## src/rtl/mux_2level_cfgchain_tapbuf.sv

```systemverilog
// Two-level one-hot routing mux with its own serial configuration chain.
// New words are shifted into a shadow register and committed atomically, so the data path never sees a partial select.
module mux_2level_cfgchain_tapbuf #(
  parameter int NUM_INPUTS = 8,
  parameter int BASIS_SIZE = 4,
  localparam int SEL_W      = $clog2(NUM_INPUTS),
  localparam int CFG_W      = SEL_W + 1,
  localparam int NUM_GROUPS = (NUM_INPUTS + BASIS_SIZE - 1) / BASIS_SIZE
) (
  input  logic                  prog_clk,
  input  logic                  pReset_n,
  input  logic                  ccff_head,
  input  logic                  cfg_shift_en,
  input  logic                  cfg_commit,
  output logic                  ccff_tail,
  output logic                  cfg_full,
  output logic                  cfg_done,
  output logic                  cfg_err,
  input  logic [NUM_INPUTS-1:0] in,
  output logic                  out,
  output logic [BASIS_SIZE-1:0] mem_l1,
  output logic [BASIS_SIZE-1:0] mem_l1_inv,
  output logic [NUM_GROUPS-1:0] mem_l2,
  output logic [NUM_GROUPS-1:0] mem_l2_inv
);

  localparam int                CNT_W    = $clog2(CFG_W + 1);
  localparam logic [CNT_W-1:0]  CNT_FULL = CNT_W'(CFG_W);
  localparam int                PAD_W    = 2 ** SEL_W;

  typedef enum logic [1:0] {ST_EMPTY, ST_LOADING, ST_FULL} state_e;

  logic [CFG_W-1:0] shift_q, shift_d;
  logic [CFG_W-1:0] active_q, active_d;
  logic [CNT_W-1:0] cnt_q, cnt_d;
  logic             done_q, done_d;
  logic             err_q, err_d;
  state_e           state;
  logic             sel_ok;

  always_comb begin
    if (cnt_q == '0)            state = ST_EMPTY;
    else if (cnt_q == CNT_FULL) state = ST_FULL;
    else                        state = ST_LOADING;
  end

  assign sel_ok = int'(shift_q[SEL_W-1:0]) < NUM_INPUTS;

  // NOTE: every next-state signal gets a default first, so no path leaves one unassigned and no latch is inferred.
  always_comb begin
    shift_d  = shift_q;
    active_d = active_q;
    cnt_d    = cnt_q;
    done_d   = 1'b0;
    err_d    = err_q;
    if (cfg_shift_en && cfg_commit) begin
      err_d = 1'b1;
    end else if (cfg_shift_en) begin
      shift_d = {shift_q[CFG_W-2:0], ccff_head};
      if (cnt_q != CNT_FULL) cnt_d = cnt_q + CNT_W'(1);
    end else if (cfg_commit) begin
      if (state == ST_FULL && sel_ok) begin
        active_d = shift_q;
        cnt_d    = '0;
        done_d   = 1'b1;
      end else begin
        err_d = 1'b1;
      end
    end
  end

  // NOTE: state registers use non-blocking assignments so every flop samples pre-edge values.
  always_ff @(posedge prog_clk or negedge pReset_n) begin
    if (!pReset_n) begin
      shift_q  <= '0;
      active_q <= '0;
      cnt_q    <= '0;
      done_q   <= 1'b0;
      err_q    <= 1'b0;
    end else begin
      shift_q  <= shift_d;
      active_q <= active_d;
      cnt_q    <= cnt_d;
      done_q   <= done_d;
      err_q    <= err_d;
    end
  end

  assign ccff_tail = shift_q[CFG_W-1];
  assign cfg_full  = (state == ST_FULL);
  assign cfg_done  = done_q;
  assign cfg_err   = err_q;

  logic [SEL_W-1:0] act_sel;
  logic             act_en;
  logic [PAD_W-1:0] in_pad;

  assign act_sel = active_q[SEL_W-1:0];
  assign act_en  = active_q[CFG_W-1];
  // Zero-padding keeps the index in range when NUM_INPUTS is not a power of two.
  assign in_pad  = PAD_W'(in);
  assign out     = act_en & in_pad[act_sel];

  always_comb begin
    mem_l1 = '0;
    mem_l2 = '0;
    for (int m = 0; m < BASIS_SIZE; m++)
      mem_l1[m] = act_en && ((int'(act_sel) % BASIS_SIZE) == m);
    for (int g = 0; g < NUM_GROUPS; g++)
      mem_l2[g] = act_en && ((int'(act_sel) / BASIS_SIZE) == g);
  end

  assign mem_l1_inv = ~mem_l1;
  assign mem_l2_inv = ~mem_l2;

endmodule

```

## config.mk

```make
export PLATFORM = sky130hd
export DESIGN_NAME = mux_2level_cfgchain_tapbuf
export DESIGN_NICKNAME = d
export VERILOG_FILES = /design/src/rtl/mux_2level_cfgchain_tapbuf.sv
export SDC_FILE = /design/constraint.sdc
export NUM_CORES = 1
export LEC_CHECK = 0
export ABC_AREA = 0
export BUFFER_PORTS_ARGS = -buffer_cell sky130_fd_sc_hd__buf_2
export CAP_MARGIN = 20
export CORE_MARGIN = 2
export CORE_UTILIZATION = 49
export CTS_BUF_LIST = sky130_fd_sc_hd__clkbuf_4 sky130_fd_sc_hd__clkbuf_8
export DETAILED_ROUTE_END_ITERATION = 7
export GPL_TIMING_DRIVEN = 1
export PLACE_DENSITY = 0.8
export SLEW_MARGIN = 20
export SYNTH_ARGS = -nofsm -noshare
export SYNTH_HDL_FRONTEND = slang
export SYNTH_SLANG_ARGS = --single-unit
```

## constraint.sdc

```tcl
create_clock -name prog_clk -period 2.1 [get_ports prog_clk]
set_input_delay 0.21 -clock prog_clk [delete_from_list [all_inputs] [get_ports prog_clk]]
set_output_delay 0.21 -clock prog_clk [all_outputs]
set_load 0.1 [all_outputs]
```

==> results of run 1 <==
-- per-stage QoR --
stage	setup slack [ns]	std cells
final	0.1848	118
after global routing	0.07971	118
after CTS	0.1676	118
after detailed placement	0.3788	113
after global placement	0.4221	113
after floorplan	-0.1875	69
-- state kept, by name, summed over array words and instances, names as in the netlist --
name / flops
active_q: 4
cfg_err: 1
shift_q: 4
cfg_done: 1
cnt_q: 3
-- synth_stat cells --
library cell,n
a21oi_1,4
a22oi_1,1
buf_6,1
dfrtp_1,13
ha_1,4
inv_1,13
mux2_2,4
mux2_4,4
mux2i_1,1
mux4_2,2
nand2_1,5
nand2_2,1
nand2b_1,2
nand3_1,2
nand4b_1,1
nor2b_1,2
o21ai_0,5
o21bai_1,1
o22ai_1,1
or2_2,1
or4_4,1
-- repair_timing --
item                                    4_1_cts  5_1_grt
endpoints found under the hold margin        13        0
endpoints found under the setup margin        0        0
hold buffers                                  1        0
gates resized for setup                       0        0
-- worst paths after layout --
| check | end | depth (start not counted) |
|---|---|---|
| worst min-delay path | shift_q[0]$_DFFE_PN0P_ | 2 |
| worst max-delay path | out | 4 |
| worst min register to register | cfg_err$_DFFE_PN0P_ | 1 |
| max in group asynchronous | shift_q[1]$_DFFE_PN0P_ | 2 |
| worst max register to register | active_q[1]$_DFFE_PN0P_ | 5 |
| min in group asynchronous | shift_q[2]$_DFFE_PN0P_ | 2 |
-- kinds of logic after synthesis --
kind of cell	count (synthesis)
fa+ha+maj	4
compound gates	12
mux	11
flops	13
simple gates	15
buf+inv	14
-- worst register-to-register path: stages, from the launching register on --
cell	delay, ns
dfrtp_1	0.39
inv_1	0.10
ha_1	0.25
nand2_2	0.10
or4_4	0.48
mux2_4	0.32
-- area by class of cell --
cell class / count / area [sq um]
well taps: 16 / 20.02
flip-flops and latches: 13 / 325.3
multi-input cells: 42 / 362.8
clock buffers: 4 / 30.03
repair buffers: 30 / 155.1
fillers: 119 / 521.8
inverters: 13 / 56.30
-- power by group --
group / internal, mW / total [mW] / switching, mW
Clock: 0.0866 / 0.165 / 0.0787
Combinational: 0.209 / 0.770 / 0.561
Sequential: 0.329 / 0.422 / 0.0930
Total: 0.625 / 1.36 / 0.733
-- layer usage --
| metal | up-vias | share of wire | GRT usage |
|---|---|---|---|
| met3 | 4 | 0.087 | 0.01277 |
| met4 | 0 | 0.023 | 0.1091 |
| met5 | - | 0 | 0 |
| met1 | 273 | 0.40 | 0.1863 |
| li1 | 296 | - | - |
| met2 | 29 | 0.49 | 0.3030 |
==> results.yml, run 1 <==
cts:
  htree_levels: 1
  clock_latency_ns: 0.27
  cts_made_buffers: 3
  root_buffer: "clkbuf_4"
  cts_buffer_depth: 2
  clk_pin_slew_ns: 0.07
  cts_setup_buffers: 0
  cts_tree: "yes"
  cts.sinks: 13
global_routing:
  grt.overflow.total: 0
  grt_max_degree: 14
  antenna_found_initial: 0
  grt_pass1_vias: 552
  grt_pass1_wl_um: 2290
  grt_use_total: 0.1680
setup_path:
  critPathTopFamily: "multiplexers"
  cp_slowest_stage_delay_ns: 0.53
  critPathBufInv: 1
  crit_path_start: "active_q[0]$_DFFE_PN0P_"
  slowest_stage: "mux4_2"
  cp-start-kind: "flop"
  critPathRequiredTime_ns: 1.89
  rrSetupSlack_ns: 0.35
  arrival_ns: 1.71
  path_class: "reg2out"
  cp_max_fo: 7
  cp-end-kind: "output pin"
  r2r_start: "cnt_q[0]$_DFFE_PN0P_"
  crit_chain: "mux4_2 > nand3_1 > nand2_1 > buf_2"
die:
  io_pins: 30
  core_area_sq_mm: 0.001471
  die-area_sq_mm: 0.001855
  die_h_um: 43.08
  start_util: 0.5085
  num_rows: 14
  die_w_um: 43.08
drt:
  post-route-drc-count: 0
  drtAntennaViolNets: 0
  post_drt_wl_per_cell_um: 11.55
  initialDrtViolationCount: 7
  avgViaCountPerCell: 5.102
  wl_um: 1363
  firstDrtPassIters: 3
  vias: 602
sta:
  setup_tns_ns: 0
  rsz0062_at_grt: "false"
  timing.fmax_mhz: 522.1
  hold_ws_ns: 0.1635
  post-route-period-util: 0.9120
  finalHoldViolations: 0
  clock_skew_ns: 0.002226
  fin_crit_ns: 1.915
  relSlewSlack: 0.6765
  maxSlewViolCount: 0
  setup_viol: 0
  worstMarginPinSlew_ns: 0.4886
power_and_ir_drop:
  peakVddDrop_v: 0.0008519
  power_mw: 1.357
  p_per_area_mw_per_mm2: 1429
  p_leak_nw: 0.5313
hold_path:
  hold_start: "ccff_head"
  min_path_type: "in2reg"
synthesis:
  yosys.area_share.simple: 0.1154
  yosys.area.top_type: "dfrtp_1"
  synth.mux.area_fraction: 0.2140
  avgSynthCellArea_sq_um: 10.84
  synth_area_leaders: "dfrtp_1 43%, mux2_4 8.0%, ha_1 6.7%"
  yosys.area_share.xor_xnor: 0
  synth_top_family_by_area: "multiplexers"
  yosys_warnings: 0
  synth_area_sq_um: 748.2
  ys_ff_latch: 13
  synth_top_area_frac: 0.4348
  synth_fa_ha_area_frac: 0.06689
  synth.distinct_cells: 21
  ys_seq_area_frac: 0.4348
  synthCells: 69
  synth_compound_area_frac: 0.08863
  synth_fp_nets: 86
job:
  cap_violations: 0
finish:
  final_cell_mix: "29 x buf_2, 13 x dfrtp_1, 11 x inv_1, 5 x nand2_1, 5 x o21ai_0"
  fin_util: 0.6454
  drive_above_1_share: 0.4706
  antenna_cells: 0
  syn2layout_area_growth_pct: 26.92
  fin_area_sq_um: 949.7
  final_common_cell: "buf_2"
  layout.nets: 120
place:
  place_congestion: 0.6823
  place_area_sq_um: 909.6
  place_hpwl_um: 1104
  portBuffers: 29
run_status:
  status: "complete, no violations"
Note: power is estimated with default switching activity, not from simulation.
==> run 2, diff against run 1 <==
RECOVER_POWER = 50   (was unset)
==> results.yml, run 2 (synthesis gave the netlist of run 1 again) <==
sta:
  finalHoldViolations: 0
  timing.fmax_mhz: 521.0
  rsz0062_at_grt: "false"
  worstMarginPinSlew_ns: 1.160
  clock_skew_ns: 0.002341
  fin_crit_ns: 1.919
  setup_viol: 0
  maxSlewViolCount: 0
  post-route-period-util: 0.9139
  relSlewSlack: 0.2302
die:
  die_h_um: 43.08
  start_util: 0.5085
  num_rows: 14
  core_area_sq_mm: 0.001471
  die-area_sq_mm: 0.001855
  io_pins: 30
  die_w_um: 43.08
drt:
  post_drt_wl_per_cell_um: 11.62
  avgViaCountPerCell: 5.161
  initialDrtViolationCount: 8
  wl_um: 1371
  firstDrtPassIters: 4
  drtAntennaViolNets: 0
  post-route-drc-count: 0
  vias: 609
run_status:
  status: "complete, no violations"
global_routing:
  grt_use_total: 0.1680
  grt_max_degree: 14
  grt.overflow.total: 0
  grt_pass1_wl_um: 2290
  grt_pass1_vias: 552
  antenna_found_initial: 0
setup_path:
  path_class: "reg2out"
  arrival_ns: 1.71
  cp_max_fo: 7
  cp-end-kind: "output pin"
  critPathRequiredTime_ns: 1.89
  cp-start-kind: "flop"
power_and_ir_drop:
  p_per_area_mw_per_mm2: 1438
  power_mw: 1.355
  peakVddDrop_v: 0.0008476
  p_leak_nw: 0.5196
cts:
  cts_tree: "yes"
  clock_latency_ns: 0.28
  cts.sinks: 13
  htree_levels: 1
  cts_buffer_depth: 2
  clk_pin_slew_ns: 0.07
  root_buffer: "clkbuf_4"
  cts_made_buffers: 3
place:
  place_area_sq_um: 909.6
  place_hpwl_um: 1104
  portBuffers: 29
  place_congestion: 0.6823
finish:
  multiInputGateArea_sq_um: 360.3
  layout.nets: 120
  fill_cells: 124
  syn2layout_area_growth_pct: 25.92
  fin_area_sq_um: 942.2
  antenna_cells: 0
  final_cell_mix: "25 x buf_2, 13 x dfrtp_1, 11 x inv_1, 6 x nand2_1, 5 x o21ai_0"
  drive_above_1_share: 0.4216
  final_common_cell: "buf_2"
  top_regs: "active_q: 4 flops, shift_q: 4 flops, cnt_q: 3 flops"
  regArea_sq_um: 325.3
job:
  cap_violations: 0
hold_path:
  min_path_type: "in2reg"
run 2: area by class of cell:
class | instances | share of cell area
Sequential cell | 13 | 0.3453
Multi-Input combinational cell | 42 | 0.3825
Clock buffer | 4 | 0.03187
Inverter | 13 | 0.05976
Tap cell | 16 | 0.02125
Timing Repair Buffer | 30 | 0.1594
run 2: routing by layer:
layer  GRT usage  wire [um]
met5           0          0
met4      0.1091         38
met3     0.01277        115
met2      0.3030        669
met1      0.1863        548
run 2: final timing paths:
kind	start	slack, ns	cells after the start	end
worst max-delay path	active_q[0]$_DFFE_PN0P_	0.18	4	out
worst min-delay path	ccff_head	0.16	2	shift_q[0]$_DFFE_PN0P_
worst max register to register	cnt_q[0]$_DFFE_PN0P_	0.32	5	active_q[1]$_DFFE_PN0P_
worst min register to register	cfg_err$_DFFE_PN0P_	0.49	1	cfg_err$_DFFE_PN0P_
max in group asynchronous	pReset_n	1.20	2	shift_q[1]$_DFFE_PN0P_
min in group asynchronous	pReset_n	0.48	2	shift_q[2]$_DFFE_PN0P_
run 2: repair_timing:
item | in CTS | in global routing
setup buffers | 0 | 0
hold endpoints to repair | 13 | 0
gates resized for setup | 0 | 0
hold buffers | 1 | 0
run 2: worst max-delay path, cell delays in order (launching register included):
cell	delay (ns)
dfrtp_1	0.48
mux4_2	0.53
nand3_1	0.09
nand2_1	0.05
buf_2	0.28
run 2: through the flow:
stage | util | setup TNS (ns) | setup slack (ns) | hold WS, ns | std cells
after floorplan | - | -0.5846 | -0.1875 | -0.08559 | 69
after detailed placement | 0.6182 | 0 | 0.3788 | 0.1104 | 113
final | 0.6403 | 0 | 0.1807 | 0.1598 | 118
after global routing | 0.6403 | 0 | 0.07971 | 0.1823 | 118
after global placement | 0.6182 | 0 | 0.4221 | 0.1039 | 113
after CTS | 0.6454 | 0 | 0.1676 | 0.1693 | 118
run 2: report_power, final:
part	leakage, nW	switching, mW	internal [mW]
logic	0.338	0.559	0.207
clock network	0.0184	0.0804	0.0867
registers	0.163	0.0923	0.329
